--- src/rtl/stopwatch_pkg.sv ---
// Shared definitions for the BCD stopwatch: FSM encoding, BCD digit width and
// the per-position digit limits.
package stopwatch_pkg;

   localparam int BCD_W = 4;

   typedef enum logic [1:0] {
      ST_IDLE = 2'd0,
      ST_RUN  = 2'd1,
      ST_DONE = 2'd2
   } state_t;

   localparam logic [BCD_W-1:0] TENTHS_MAX    = 4'd9;
   localparam logic [BCD_W-1:0] SEC_UNITS_MAX = 4'd9;
   localparam logic [BCD_W-1:0] SEC_TENS_MAX  = 4'd5;
   localparam logic [BCD_W-1:0] MIN_DIGIT_MAX = 4'd9;

   // Digit 0 is tenths; every position from 3 upward is a minute digit.
   function automatic logic [BCD_W-1:0] digit_max(input int idx);
      case (idx)
         0:       return TENTHS_MAX;
         1:       return SEC_UNITS_MAX;
         2:       return SEC_TENS_MAX;
         default: return MIN_DIGIT_MAX;
      endcase
   endfunction

endpackage

--- src/rtl/stopwatch_tick.sv ---
// Prescaler: one-cycle tick every TICK_DIV enabled cycles; dropping en returns
// the count to zero so the next enabled period starts from scratch.
module stopwatch_tick #(
   parameter int TICK_DIV = 5_000_000
) (
   input  logic clk,
   input  logic rst,
   input  logic en,
   output logic tick
);

   localparam int CW = $clog2(TICK_DIV);
   localparam logic [CW-1:0] LAST = CW'(TICK_DIV - 1);

   logic [CW-1:0] cnt_q;

   always_ff @(posedge clk or negedge rst) begin
      if (!rst) begin
         cnt_q <= '0;
      end else if (!en || cnt_q == LAST) begin
         cnt_q <= '0;
      end else begin
         cnt_q <= cnt_q + 1'b1;
      end
   end

   assign tick = en && (cnt_q == LAST);

endmodule

--- src/rtl/stopwatch_gen.sv ---
// BCD stopwatch / countdown timer with preset, clear, lap capture and a
// limit-detect pulse; stops or rolls over at the limit depending on WRAP.
module stopwatch_gen
   import stopwatch_pkg::*;
#(
   parameter  int TICK_DIV   = 5_000_000,
   parameter  int MIN_DIGITS = 1,
   parameter  int WRAP       = 0,
   localparam int ND         = MIN_DIGITS + 3
) (
   input  logic              clk,
   input  logic              rst,
   input  logic              go,
   input  logic              up,
   input  logic              clr,
   input  logic              load,
   input  logic [4*ND-1:0]   load_val,
   input  logic              lap,
   output logic [4*ND-1:0]   digits,
   output logic [4*ND-1:0]   lap_digits,
   output logic              lap_valid,
   output logic              done,
   output logic              running
);

   localparam int W       = BCD_W * ND;
   localparam bit WRAP_EN = (WRAP != 0);

   state_t          state_q;
   logic [W-1:0]    digits_q;
   logic [W-1:0]    lap_digits_q;
   logic            lap_valid_q;
   logic            done_q;
   logic            running_q;

   logic            tick;
   logic            tick_en;
   logic [ND-1:0]   at_max;
   logic [ND-1:0]   at_zero;
   logic [W-1:0]    inc_d;
   logic [W-1:0]    dec_d;
   logic [W-1:0]    clamp_d;
   logic [W-1:0]    step_d;
   logic            at_limit;
   logic            hit_stop;

   // clr/load also drop the enable, which restarts the prescaler period.
   assign tick_en = (state_q == ST_RUN) && !clr && !load;

   stopwatch_tick #(
      .TICK_DIV (TICK_DIV)
   ) u_tick (
      .clk  (clk),
      .rst  (rst),
      .en   (tick_en),
      .tick (tick)
   );

   for (genvar gi = 0; gi < ND; gi++) begin : g_digit
      localparam logic [BCD_W-1:0] LIM = digit_max(gi);

      logic [BCD_W-1:0] cur;
      logic [BCD_W-1:0] pre;
      logic             carry_in;
      logic             borrow_in;

      assign cur         = digits_q[gi*BCD_W +: BCD_W];
      assign pre         = load_val[gi*BCD_W +: BCD_W];
      assign at_max[gi]  = (cur >= LIM);
      assign at_zero[gi] = (cur == '0);

      // A digit moves only when every lower digit sits at its limit.
      if (gi == 0) begin : g_lsd
         assign carry_in  = 1'b1;
         assign borrow_in = 1'b1;
      end else begin : g_upper
         assign carry_in  = &at_max[gi-1:0];
         assign borrow_in = &at_zero[gi-1:0];
      end

      assign inc_d[gi*BCD_W +: BCD_W]   = !carry_in  ? cur : (at_max[gi]  ? '0  : cur + 1'b1);
      assign dec_d[gi*BCD_W +: BCD_W]   = !borrow_in ? cur : (at_zero[gi] ? LIM : cur - 1'b1);
      assign clamp_d[gi*BCD_W +: BCD_W] = (pre > LIM) ? LIM : pre;
   end

   assign step_d   = up ? inc_d : dec_d;
   assign at_limit = up ? (&at_max) : (&at_zero);
   assign hit_stop = tick && at_limit && !WRAP_EN;

   always_ff @(posedge clk or negedge rst) begin
      if (!rst) begin
         state_q      <= ST_IDLE;
         digits_q     <= '0;
         lap_digits_q <= '0;
         lap_valid_q  <= 1'b0;
         done_q       <= 1'b0;
         running_q    <= 1'b0;
      end else begin
         lap_valid_q <= lap;
         done_q      <= 1'b0;
         if (lap) begin
            lap_digits_q <= digits_q;
         end

         if (clr) begin
            digits_q  <= '0;
            state_q   <= ST_IDLE;
            running_q <= 1'b0;
         end else if (load) begin
            digits_q <= clamp_d;
            if (state_q == ST_DONE) begin
               state_q   <= ST_IDLE;
               running_q <= 1'b0;
            end
         end else begin
            case (state_q)
               ST_IDLE: begin
                  if (go) begin
                     state_q   <= ST_RUN;
                     running_q <= 1'b1;
                  end
               end
               ST_RUN: begin
                  if (tick) begin
                     done_q <= at_limit;
                     if (!hit_stop) begin
                        digits_q <= step_d;
                     end
                  end
                  if (hit_stop) begin
                     state_q   <= ST_DONE;
                     running_q <= 1'b0;
                  end else if (!go) begin
                     state_q   <= ST_IDLE;
                     running_q <= 1'b0;
                  end
               end
               ST_DONE: begin
                  if (!go) begin
                     state_q   <= ST_IDLE;
                     running_q <= 1'b0;
                  end
               end
               default: begin
                  state_q   <= ST_IDLE;
                  running_q <= 1'b0;
               end
            endcase
         end
      end
   end

   assign digits     = digits_q;
   assign lap_digits = lap_digits_q;
   assign lap_valid  = lap_valid_q;
   assign done       = done_q;
   assign running    = running_q;

endmodule

--- config.mk ---
export PLATFORM = sky130hd
export DESIGN_NAME = stopwatch_gen
export DESIGN_NICKNAME = d
export VERILOG_FILES = /design/src/rtl/stopwatch_pkg.sv /design/src/rtl/stopwatch_tick.sv /design/src/rtl/stopwatch_gen.sv
export SDC_FILE = /design/constraint.sdc
export NUM_CORES = 1
export LEC_CHECK = 0
export CORE_MARGIN = 1
export CORE_UTILIZATION = 55
export DETAILED_ROUTE_END_ITERATION = 7
export HOLD_SLACK_MARGIN = 0.05
export PLACE_DENSITY = 0.81
export SLEW_MARGIN = 20
export SYNTH_ARGS = -nofsm -noshare
export SYNTH_HDL_FRONTEND = slang
export SYNTH_SLANG_ARGS = --single-unit
--- constraint.sdc ---
create_clock -name clk -period 6.6 [get_ports clk]
set_clock_uncertainty 0.05 [all_clocks]
set_input_delay 0.66 -clock clk [delete_from_list [all_inputs] [get_ports clk]]
set_output_delay 0.66 -clock clk [all_outputs]
set_load 0.05 [all_outputs]
==> out/summary.md, run 1 <==
Layout
• final net count: 488
• layout filler cell count: 526
• commonest non-fill, non-tap cells in the layout: sky130_fd_sc_hd__dfrtp_1 (60), sky130_fd_sc_hd__clkdlybuf4s50_1 (56), sky130_fd_sc_hd__nor2_1 (37), sky130_fd_sc_hd__nand2_1 (24), sky130_fd_sc_hd__inv_1 (23)
• total non-filler cell area in the finished layout: 4638 µm²
• non-filler instance count after layout: 536
• total area of multi-input combinational cells: 2147 µm²
• leading cell type in the layout, fill and taps excluded: sky130_fd_sc_hd__dfrtp_1
• share of layout cells above drive strength 1: 12.50%
• antenna cell count: 0
• area used by sequential logic in the layout: 1501 µm²
• area growth from synthesis to layout: 20.91%

Clock network
• clock slew at reported path FFs: 0.07 ns
• TritonCTS Buffers: 9
• clock latency reported for the late side of the worst-skew pair: 0.35 ns
• Clock Path Buffers: 2
• clock tree from TritonCTS: yes
• PostCTS Resize Cnt: 0
• CTS sink cnt: 60
• number of levels in the clock H-tree: 3
• hold buffer count at CTS: 0
• post-CTS setup buffers: 0
• Clock Tree Root: sky130_fd_sc_hd__clkbuf_8

Die
• row cnt: 30
• placeable core area: 6756 µm²
• die area: 7313 µm²
• Top Ports: 58
• horizontal extent of the die: 85.52 µm
• starting utilization of the core area: 56.78%
• height of the chip: 85.52 µm

Timing
• post-layout minimum cycle time: 3.267 ns
• slew at the pin closest to its max-slew limit: 1.078 ns
• count of endpoints failing hold in the final timing report: 0
• final period utilization: 49.51%
• Final Worst Setup Slack: 3.333 ns
• Setup Viol. Count Final: 0
• upper clock frequency limit: 306.1 MHz
• Slew headroom: 27.93%
• Slew Viols, Final: 0
• unrepaired setup endpoints after global routing: no
• aggregate negative setup slack: 0 ns

Global routing
• number of antenna violations at the first check in global routing: 0
• total grt overflow: 0
• global-route total usage across every layer: 25.78%
• global-route wire length before repair: 14.85 mm
• number of global-route vias before repair: 3105
• pin count of the biggest net entering global routing: 61

Routing
• Routed WL: 8.716 mm
• DRC violations left: 0
• First-pass DRT Iterations: 4
• overall via count from detail_route: 3243
• vias per cell: 6.050
• WL per Instance: 16.26 µm
• Detail Route Antenna Nets: 0
• 1st-iter DRT viols: 234

Logic synthesis
• warning count from the yosys run: 0
• syn_area_per_cell: 9.519 µm²
• Post-Syn Instances: 403
• Post-Syn Area: 3836 µm²
• sequential area share after synthesis: 39.14%
• most used flip-flop cell after synthesis: sky130_fd_sc_hd__dfrtp_1
• register bit count reported by yosys: 60
• EDFF count, synth: 0
• number of nets produced by synthesis: 440
• number of unique standard cell types used by synthesis: 66
• Async S/R FF share, synth: 100.0%

Setup path
• CP top delay family: buffers and inverters
• worst endpoint required time: 6.79 ns
• critical path start-end classification: in -> reg
• kind of start point of the critical path: input port
• Crit path arrival time: 3.45 ns
• buffering stage count on the worst path with inverters included: 2
• largest incremental delay on the critical path: 0.97 ns
• critical path endpoint category: flip-flop
• cell-by-cell trace of the critical path: clkdlybuf4s50_1 > nor4b_1 > and4_1 > nor4bb_1 > buf_4 > a31oi_4 > mux2_2
• Slowest cell on crit path: sky130_fd_sc_hd__clkdlybuf4s50_1
• critical path fanouts, max: 32

Pwr
• leakage dissipation: 0.001852 µW
• highest ir drop seen on vdd: 0.0001505 V
• total power density per cell area: 232.9 nW/µm²

Run status
• result of the run: completed

Placed design
• number of cells in the design after placement: 520
• worst slack at placement: 3.066 ns
• number of input and output port buffers inserted: 57
• routability congestion estimate: 0.9013
• Placed Area: 4415 µm²
• post-DP HPWL: 6.027 mm

Worst hold path
• Hold Path Class: in -> async

Run
• total of max-cap violations: 0

## power by group
| group | switching, µW | internal, µW | leakage (µW) | total, µW |
|---|---|---|---|---|
| registers | 32.7 | 390 | 0.000807 | 422 |
| logic | 169 | 114 | 0.000935 | 284 |
| clock network | 160 | 214 | 0.000110 | 374 |
| total | 362 | 718 | 0.00185 | 1080 |
## state kept, by name (all words and copies together) (netlist names)
signal,flops
done,1
lap_valid,1
lap_digits,16
running,1
u_tick.cnt_q,23
digits,16
state_q,2
## synthesized netlist by cell type (all sizes together) (5+ instances only)
master	number	area [µm²]
nand3b	6	45.04
a21oi	16	80.08
a211oi	5	37.54
o31ai	5	51.30
nor2	37	138.9
clkbuf	17	65.06
inv	23	86.33
mux2	23	259.0
mux2i	5	50.05
nand4	9	56.30
nor3	13	65.06
nand3	13	65.06
buf	5	36.28
nand2	24	90.09
nor2b	5	31.28
a31oi	7	73.82
xnor2	21	183.9
ha	14	175.2
dfrtp	60	1501
o21ai	14	70.07
nor4	11	68.82
or3b	6	60.06
## final timing paths
| check | depth (start not counted) | endpoint | start | slack, ns |
|---|---|---|---|---|
| setup reg to reg | 8 | digits[7] | digits[0] | 3.81 |
| max in group asynchronous | 2 | lap_digits[12] | rst | 5.58 |
| setup / recovery | 7 | digits[7] | up | 3.33 |
| hold reg to reg | 1 | lap_digits[12] | lap_digits[12] | 0.46 |
| min in group clk | 1 | lap_digits[12] | lap_digits[12] | 0.46 |
| hold / removal | 2 | lap_digits[10] | rst | 0.38 |
## per-stage QoR
stage	total power [µW]	hold slack, ns	util [%]
final	1080	0.3810	68.65
after global routing	1127	0.4735	68.65
after CTS	1085	0.4362	68.65
after detailed placement	712.2	0.4456	65.35
after global placement	706.2	0.4385	65.35
after floorplan	619.1	0.3144	-
## cells by family (layout without fill, tap and decap cells)
logic type / after synthesis / in the layout / share of synthesized area, %
compound gates: 77 / 77 / 14.97
xor+xnor: 25 / 25 / 5.708
fa+ha+maj: 15 / 15 / 4.827
buf+inv: 45 / 98 / 4.892
flops: 60 / 60 / 39.14
mux: 28 / 28 / 8.056
simple gates: 153 / 153 / 22.41
## per-layer routing
metal | GRT usage, % | vias to the layer above | routed length (µm)
met1 | 33.63 | 1581 | 4058
met4 | 11.06 | 0 | 176
met3 | 5.390 | 21 | 364
met2 | 41.89 | 86 | 4117
li1 | - | 1555 | -
met5 | 0 | - | 0
## area by class of cell
cell class | count | area share [%]
clock buffers | 9 | 2.671
clock inverters | 7 | 2.131
inverters | 23 | 1.861
multi-input cells | 298 | 46.29
flip-flops and latches | 60 | 32.37
well taps | 80 | 2.158
repair buffers | 59 | 12.52
(Power assumes the default switching activity.)
==> inputs of run 2 (changes only) <==
==> constraint.sdc (replaced) <==
create_clock -name clk -period 3.3 [get_ports clk]
set_clock_uncertainty 0.05 [all_clocks]
set_input_delay 0.33 -clock clk [delete_from_list [all_inputs] [get_ports clk]]
set_output_delay 0.33 -clock clk [all_outputs]
set_load 0.05 [all_outputs]
==> run 2 against run 1 <==
Compared with the run above: design area rose by 0.86%; total power rose by 99%; count of clock-buffer cells in the layout rose by 2; clock power rose by 95%; via count fell by 0.15%; routed wire length rose by 0.23%; critical endpoint is now digits[10]; largest power group unchanged.
==> out/summary.md, run 2 (same netlist as run 1, synthesis figures left out) <==
Run status
• result of the run: completed

Placed design
• number of input and output port buffers inserted: 57, unchanged
• routability congestion estimate: 0.9007, about the same
• Placed Area: 4453 µm², +0.85%
• number of cells in the design after placement: 525, +0.96%
• post-DP HPWL: 6.243 mm, +3.6%

Timing
• final period utilization: 80.61%
• Slew headroom: 45.12%, +17 points
• post-layout minimum cycle time: 2.660 ns
• unrepaired setup endpoints after global routing: no
• Setup Viol. Count Final: 0, unchanged
• slew at the pin closest to its max-slew limit: 0.8207 ns, -0.2570 ns
• count of endpoints failing hold in the final timing report: 0, unchanged
• aggregate negative setup slack: 0 ns, unchanged
• Slew Viols, Final: 0, unchanged
• upper clock frequency limit: 375.9 MHz

Clock network
• TritonCTS Buffers: 9, unchanged
• Clock Tree Root: sky130_fd_sc_hd__clkbuf_8
• CTS sink cnt: 60, unchanged
• clock slew at reported path FFs: 0.07 ns, about the same
• Clock Path Buffers: 2, unchanged
• clock latency reported for the late side of the worst-skew pair: 0.34 ns, about the same
• clock tree from TritonCTS: yes
• number of levels in the clock H-tree: 3, unchanged

Pwr
• proportion of total power due to net switching: 32.39%, -1.2 points
• Clk network pwr share: 33.9%, -0.8 points
• share of total power in combinational logic: 27.0%, +0.8 points
• PnR Total Power: 2151 µW, +99%
• highest ir drop seen on vdd: 0.0002837 V, +88%
• leakage dissipation: 0.001879 µW, +1.5%
• Seq pwr share: 39.1%, about the same
• P_sw: 696.8 µW, +92%
• total power density per cell area: 459.9 nW/µm², +97%
• cell-internal power: 1455 µW, +100%

Global routing
• pin count of the biggest net entering global routing: 34, -44%
• global-route total usage across every layer: 25.59%, -0.19 points
• number of global-route vias before repair: 3072, -1.1%
• global-route wire length before repair: 14.61 mm, -1.6%
• total grt overflow: 0, unchanged
• number of antenna violations at the first check in global routing: 0, unchanged

Setup path
• Slowest cell on crit path: sky130_fd_sc_hd__dfrtp_1
• setup slack of the most critical reg-to-reg path: 0.64 ns, -3.17 ns
• cell-by-cell trace of the critical path: inv_1 > ha_1 > nor3b_1 > and4_1 > nor4bb_1 > buf_4 > a31oi_4 > mux2_2
• kind of start point of the critical path: flip-flop
• buffering stage count on the worst path with inverters included: 2, unchanged
• worst reg-to-reg path cell count: 8, unchanged
• crit path from: digits[0]
• critical register-to-register path startpoint: digits[0]
• largest incremental delay on the critical path: 0.48 ns, -0.49 ns
• worst endpoint required time: 3.47 ns, -3.32 ns
• Crit path arrival time: 2.83 ns, -0.62 ns
• reg-to-reg critical path endpoint: digits[10]
• critical path start-end classification: reg -> reg
• critical path fanouts, max: 10, -69%
• critical path endpoint category: flip-flop
• CP top delay family: simple AND/OR/NAND/NOR gates

Routing
• Routed WL: 8.736 mm, +0.23%
• WL per Instance: 16.15 µm, -0.70%
• vias per cell: 5.985, -1.1%
• DRC violations left: 0, unchanged
• 1st-iter DRT viols: 213, -9.0%
• Detail Route Antenna Nets: 0, unchanged
• First-pass DRT Iterations: 4, unchanged
• overall via count from detail_route: 3238, -0.15%

Run
• total of max-cap violations: 0, unchanged

Layout
• area growth from synthesis to layout: 21.95%
• total non-filler cell area in the finished layout: 4678 µm², +0.86%
• share of layout cells above drive strength 1: 13.02%, +0.52 points
• register with the highest flop count: u_tick.cnt_q
• commonest non-fill, non-tap cells in the layout: sky130_fd_sc_hd__dfrtp_1 (60), sky130_fd_sc_hd__clkdlybuf4s50_1 (56), sky130_fd_sc_hd__nor2_1 (37), sky130_fd_sc_hd__nand2_1 (24), sky130_fd_sc_hd__inv_1 (23)
• non-filler instance count after layout: 541, +0.93%
• final net count: 494, +1.2%
• antenna cell count: 0, unchanged
• max reg flops: 23, unchanged
• leading cell type in the layout, fill and taps excluded: sky130_fd_sc_hd__dfrtp_1

Die
• starting utilization of the core area: 56.78%, unchanged
• die area: 7313 µm², unchanged
• row cnt: 30, unchanged
• Top Ports: 58, unchanged
• placeable core area: 6756 µm², unchanged
• height of the chip: 85.52 µm, unchanged
• horizontal extent of the die: 85.52 µm, unchanged

Worst hold path
• start point of the worst min-delay path: lap_digits[5]
• depth of the worst hold-timing path: 1
• Hold Path Class: reg -> reg
• Min-Delay Endpoint: lap_digits[5]

-- run 2: power by group through the flow --
stage               sequential [µW]  clock, µW  combinational, µW
floorplan                       988          0                251
global placement                850          0                569
detailed placement              855          0                575
CTS                             841        746                581
global route                    850        776                619
finish                          841        730                580
-- run 2: routing by layer --
layer | part of all wire (%) | vias to the layer above | GRT usage (%)
met2 | 50 | 72 | 44.15
met1 | 45 | 1579 | 31.80
met3 | 3.4 | 16 | 4.716
met5 | 0 | - | 0
met4 | 1.6 | 0 | 10.45
li1 | - | 1571 | -
-- run 2: how the worst max path moves through the flow --
stage	end	cells after the start	slack, ns
global placement	digits[7]	8	0.72
floorplan	digits[13]	7	0.61
global route	digits[9]	8	0.49
finish	digits[10]	8	0.64
detailed placement	digits[13]	7	0.70
CTS	digits[10]	8	0.66
-- run 2: through the flow --
step           utilization [%]  hold slack [ns]  worst slack, ns
3_3_place_gp             65.91           0.3895           0.7196
2_1_floorplan                -         -0.01559           0.6057
6_report                 69.24           0.4547           0.6399
4_1_cts                  69.24           0.4605           0.6614
3_5_place_dp             65.91           0.3876           0.6973
5_1_grt                  69.24           0.4679           0.4911
-- run 2: area by class of cell --
type / count / area [µm²]
multi-input cells: 298 / 2147
fillers: 533 / 2078
flip-flops and latches: 60 / 1501
repair buffers: 65 / 628.1
clock buffers: 11 / 141.4
well taps: 80 / 100.1
inverters: 23 / 86.33
clock inverters: 4 / 73.82
-- run 2: what timing repair did --
action | CTS | global route
resized for setup | 0 | 0
hold buffers | 1 | 0
setup buffers | 0 | 0
hold endpoints to repair | 32 | 0
